## src/rtl/set_bit_serializer.sv

```systemverilog
// set_bit_serializer: takes a vector over valid/ready and emits one beat per
// set bit, lowest index first. Each beat carries the one-hot of the bit, its
// binary index and a last flag. The residual register is the only state; the
// beat presented downstream is always the lowest bit still set in it.

// first_one: isolates the lowest set bit of a vector (bit 0 highest priority).
// "small" is a plain ripple chain; "fast" uses the two's-complement trick,
// which maps onto the carry chain. Both produce the same one-hot.
module first_one #(
  parameter int    WIDTH   = 8,
  parameter string VARIANT = "fast"
) (
  input  logic [WIDTH-1:0] i_vec,
  output logic [WIDTH-1:0] o_onehot
);

  generate
    if (VARIANT == "small") begin : g_small
      // w_seen[i] is high when some bit below i is set
      logic [WIDTH-1:0] w_seen;

      assign w_seen[0] = 1'b0;
      for (genvar i = 1; i < WIDTH; i++) begin : g_seen
        assign w_seen[i] = w_seen[i-1] | i_vec[i-1];
      end

      for (genvar i = 0; i < WIDTH; i++) begin : g_bit
        assign o_onehot[i] = i_vec[i] & ~w_seen[i];
      end
    end else begin : g_fast
      // x & -x keeps only the lowest set bit
      assign o_onehot = i_vec & (~i_vec + WIDTH'(1));
    end
  endgenerate

endmodule

module set_bit_serializer #(
  parameter int    WIDTH   = 8,
  parameter string VARIANT = "fast",
  localparam int   INDEX_WIDTH = $clog2(WIDTH)
) (
  input  logic                   clock,
  input  logic                   reset,
  input  logic                   in_valid,
  output logic                   in_ready,
  input  logic [WIDTH-1:0]       in_data,
  output logic                   out_valid,
  input  logic                   out_ready,
  output logic [WIDTH-1:0]       out_onehot,
  output logic [INDEX_WIDTH-1:0] out_index,
  output logic                   out_last
);

  // IDLE/BUSY is fully implied by the residual; the enum just names it
  typedef enum logic {
    ST_IDLE = 1'b0,
    ST_BUSY = 1'b1
  } state_t;

  logic [WIDTH-1:0]       r_resid;
  logic [WIDTH-1:0]       w_resid_nxt;
  logic [WIDTH-1:0]       w_onehot;
  logic [WIDTH-1:0]       w_rest;
  logic [INDEX_WIDTH-1:0] w_index;
  logic                   w_last;
  logic                   w_in_fire;
  logic                   w_out_fire;
  state_t                 w_state;

  first_one #(
    .WIDTH   (WIDTH),
    .VARIANT (VARIANT)
  ) u_first_one (
    .i_vec    (r_resid),
    .o_onehot (w_onehot)
  );

  // Binary encode of the one-hot; stays zero when nothing is set
  always_comb begin
    w_index = '0;
    for (int i = 0; i < WIDTH; i++) begin
      if (w_onehot[i]) w_index = w_index | INDEX_WIDTH'(i);
    end
  end

  // Decode state, handshakes and the next residual value
  always_comb begin
    w_state     = (r_resid != '0) ? ST_BUSY : ST_IDLE;
    w_rest      = r_resid & ~w_onehot;
    w_last      = (w_state == ST_BUSY) && (w_rest == '0);
    w_out_fire  = 1'b0;
    w_in_fire   = 1'b0;
    w_resid_nxt = r_resid;

    // A new vector may enter when idle, or when the final beat leaves this
    // cycle, which keeps consecutive vectors bubble-free.
    unique case (w_state)
      ST_IDLE: begin
        w_in_fire = !reset && in_valid;
      end
      ST_BUSY: begin
        w_out_fire = !reset && out_ready;
        w_in_fire  = !reset && in_valid && out_ready && w_last;
      end
      default: ;
    endcase

    // Loading a new vector wins over retiring the current bit
    if (w_in_fire)       w_resid_nxt = in_data;
    else if (w_out_fire) w_resid_nxt = w_rest;
  end

  // Residual register; reset drops any partially sent vector
  always_ff @(posedge clock) begin
    if (reset) r_resid <= '0;
    else       r_resid <= w_resid_nxt;
  end

  // Outputs are forced quiet while reset is asserted
  always_comb begin
    in_ready   = !reset && ((w_state == ST_IDLE) || (out_ready && w_last));
    out_valid  = !reset && (w_state == ST_BUSY);
    out_onehot = reset ? '0 : w_onehot;
    out_index  = reset ? '0 : w_index;
    out_last   = !reset && w_last;
  end

endmodule

```

## config.mk

```make
export PLATFORM = sky130hd
export DESIGN_NAME = set_bit_serializer
export DESIGN_NICKNAME = d
export VERILOG_FILES = /design/src/rtl/set_bit_serializer.sv
export SDC_FILE = /design/constraint.sdc
export NUM_CORES = 1
export LEC_CHECK = 0
export BUFFER_PORTS_ARGS = -buffer_cell sky130_fd_sc_hd__buf_2
export CAP_MARGIN = 20
export CELL_PAD_IN_SITES_DETAIL_PLACEMENT = 2
export CELL_PAD_IN_SITES_GLOBAL_PLACEMENT = 2
export CORE_ASPECT_RATIO = 0.9
export CORE_MARGIN = 5
export CORE_UTILIZATION = 23
export CTS_BUF_LIST = sky130_fd_sc_hd__clkbuf_4 sky130_fd_sc_hd__clkbuf_8
export DETAILED_ROUTE_END_ITERATION = 8
export PLACE_DENSITY_LB_ADDON = 0.1
export SLEW_MARGIN = 20
export SYNTH_ARGS = -nofsm -noshare
export SYNTH_HDL_FRONTEND = slang
export SYNTH_SLANG_ARGS = --single-unit
```

## constraint.sdc

```tcl
create_clock -name clock -period 2.05 [get_ports clock]
set_input_delay 0.41 -clock clock [delete_from_list [all_inputs] [get_ports clock]]
set_output_delay 0.41 -clock clock [all_outputs]
set_load 0.02 [all_outputs]
```

==> run metrics <==
status=finished, violations left; failing checks=setup timing; Worst-Margin Slew=approximately 460 ps; post-synthesis sequential area ratio=approximately 25%; Routed WL=2.79 mm; Setup crit end kind=output pin; I/O Buffers=25; Chip Height=60.2 um; biggest area consumer among synthesized cells=dfxtp_1; final hold vios=0; Slew Limit Fails=0; vias per cell=just under 5; Achievable Freq=~420 MHz; min-delay src=in_data[5]; CP arrival=a little under 2000 ps; Critical R2R Launch=r_resid[0]$_SDFFE_PP0P_; first-pass GRT wire length=4.34 mm; routability cong.=approximately 0.74; VDD IR max=0.594 mV; worst hold stages=3; Post-DP HPWL=just over 2 mm; cts hold-fix bufs=0; CTS tree=built; clock buffer depth=2; Worst Path Max Fanout=3; largest registers=r_resid: 8 flops; fin worst setup slack=-354 ps; # clock sinks=8; post-synthesis cell area=644 um2; Startpoint Class=register; Die W=around 66 um; gr usage total=roughly 15%; utilization after layout=a little over two fifths; max-cap viol count=0; WHS=398 ps; setup_tns=-1710 ps; Clock Skew=~7.1 ps; HP Class=in2reg; min cycle time layout=about 2400 ps; area grow syn2layout=76.1%; layout cells sized above 1=a little over 60%; Post-synth ARST share=0%; syn nets=96; Final Total Pwr=~1800 uW; RSZ-0062 raised after global routing=true; Netlist cell types=37; Tcrit/Tclk final=117%; First DRT Iteration DRCs=50; Non-Filler Instances=168; total die area=around 4000 um2; pin count of the biggest net entering global routing=11; PD cells=around 1600 nW/um2; Rel. slew slack=~69%; core area=~2700 um2; worst reg-to-reg path cell count=6; syn avg cell area=approximately 7.7 um2; H-tree depth=1; Avg WL per Cell=about 17 um; Commonest cells post-synth=nand2_1, nor2_1, dfxtp_1; DRC viols=0; vias=between 800 and 900; main area contributors after synthesis=dfxtp_1, nand2_1, o21ai_2; Crit Path Category=reg2out; placed insts=around 160; Root Buffer Master=clkbuf_4; number of synthesized flops with an enable pin=0; vias in the first global route=between 900 and 1000; ys flop type=dfxtp_1; num ports=26; Most flops, register=r_resid; initial core utilization=a little under a quarter; initial antenna violation count=0; Antenna Violating Nets Remaining=0; diode count=0; max reg flops=8; setup violators final=9; Hold EP=r_resid[5]$_SDFFE_PP0P_; reg-to-reg slack, setup=~40 ps; clock-pin slew on the worst setup and hold paths=about 60 ps; reg-to-reg endpoint=r_resid[0]$_SDFFE_PP0P_; FP Rows=18; dominant cell by count in the synthesized netlist=nand2_1; number of synthesized register bits=8; later-pin clock latency in the skew report=around 260 ps; total clock buffers created by CTS=3; yosys warns=0; synthesized instance count=84; grt total ovfl=0; Yosys top cell area share=between 20 and 25%; Critical Path RT=roughly 1600 ps; drt pass-1 iters=4; Final nets=between 100 and 150; leak pwr=0.000522 uW
[logic make-up after synthesis]
kind of cell	share of synthesized area [%]
and+or+nand+nor	30.1
AOI/OAI and AO/OA	36.5
buffers and inverters	7.18
DFF	24.9
xor gates and xnor gates	1.36
[how the worst max path moves through the flow]
stage / slack, ps / cells after the start / startpoint / end
global route: -410 / 6 / r_resid[0]$_SDFFE_PP0P_ / in_ready
CTS: -350 / 6 / r_resid[0]$_SDFFE_PP0P_ / in_ready
floorplan: -200 / 7 / r_resid[1]$_SDFFE_PP0P_ / in_ready
detailed placement: -120 / 6 / r_resid[0]$_SDFFE_PP0P_ / in_ready
global placement: -100 / 6 / r_resid[0]$_SDFFE_PP0P_ / in_ready
finish: -350 / 6 / r_resid[0]$_SDFFE_PP0P_ / in_ready
[cell type report]
class                   instances  area (um2)
multi-input cells              66         523
flip-flops and latches          8         164
fillers                       319        1590
clock buffers                   3        22.5
repair buffers                 47         358
well taps                      40        50.0
inverters                       4        17.5
[through the flow]
step / area (um2) / setup WS (ps)
after floorplan: 682 / -196
after global placement: 970 / -99.1
after detailed placement: 970 / -124
after CTS: 1090 / -349
after global routing: 1130 / -413
final: 1130 / -354
[cells in the final DEF, fill, tap and decap left out, types with 2 or more instances in the layout]
cell / n
a211o_1: 3
a21oi_1: 3
buf_2: 16
buf_4: 19
buf_6: 12
clkbuf_4: 3
dfxtp_1: 5
dfxtp_2: 3
inv_1: 2
nand2_1: 12
nand4b_1: 2
nor2_1: 5
nor2_4: 4
nor3b_1: 2
o211ai_1: 3
o21ai_2: 6
[where the power goes]
part | leakage (uW) | switching, uW | internal [uW] | total [uW]
Combinational | 0.000441 | 754 | 720 | 1470
Clock | 0.0000138 | 57.0 | 67.2 | 124
Sequential | 0.0000668 | 44.8 | 204 | 249
Total | 0.000522 | 856 | 991 | 1850
[worst max-delay path: stages (launching register included)]
cell and delay, ps:
dfxtp_2 310, or3_4 370, or4_4 450, a211o_1 320, o21a_4 130, inv_4 50, buf_6 100
[layer usage]
metal | part of all wire, % | track usage, % | vias to the layer above
met5 | 0 | 0 | -
met4 | 1.7 | 4.44 | 0
met3 | 4.5 | 2.63 | 6
met2 | 53 | 27.1 | 23
met1 | 41 | 17.3 | 402
li1 | - | - | 394
[repair_timing]
action                                  4_1_cts  5_1_grt
pin swaps                                     0        4
gates resized for setup                      21       20
setup buffers                                 3        3
endpoints found under the setup margin        9       13
Note: power is estimated with default switching activity, not from simulation.
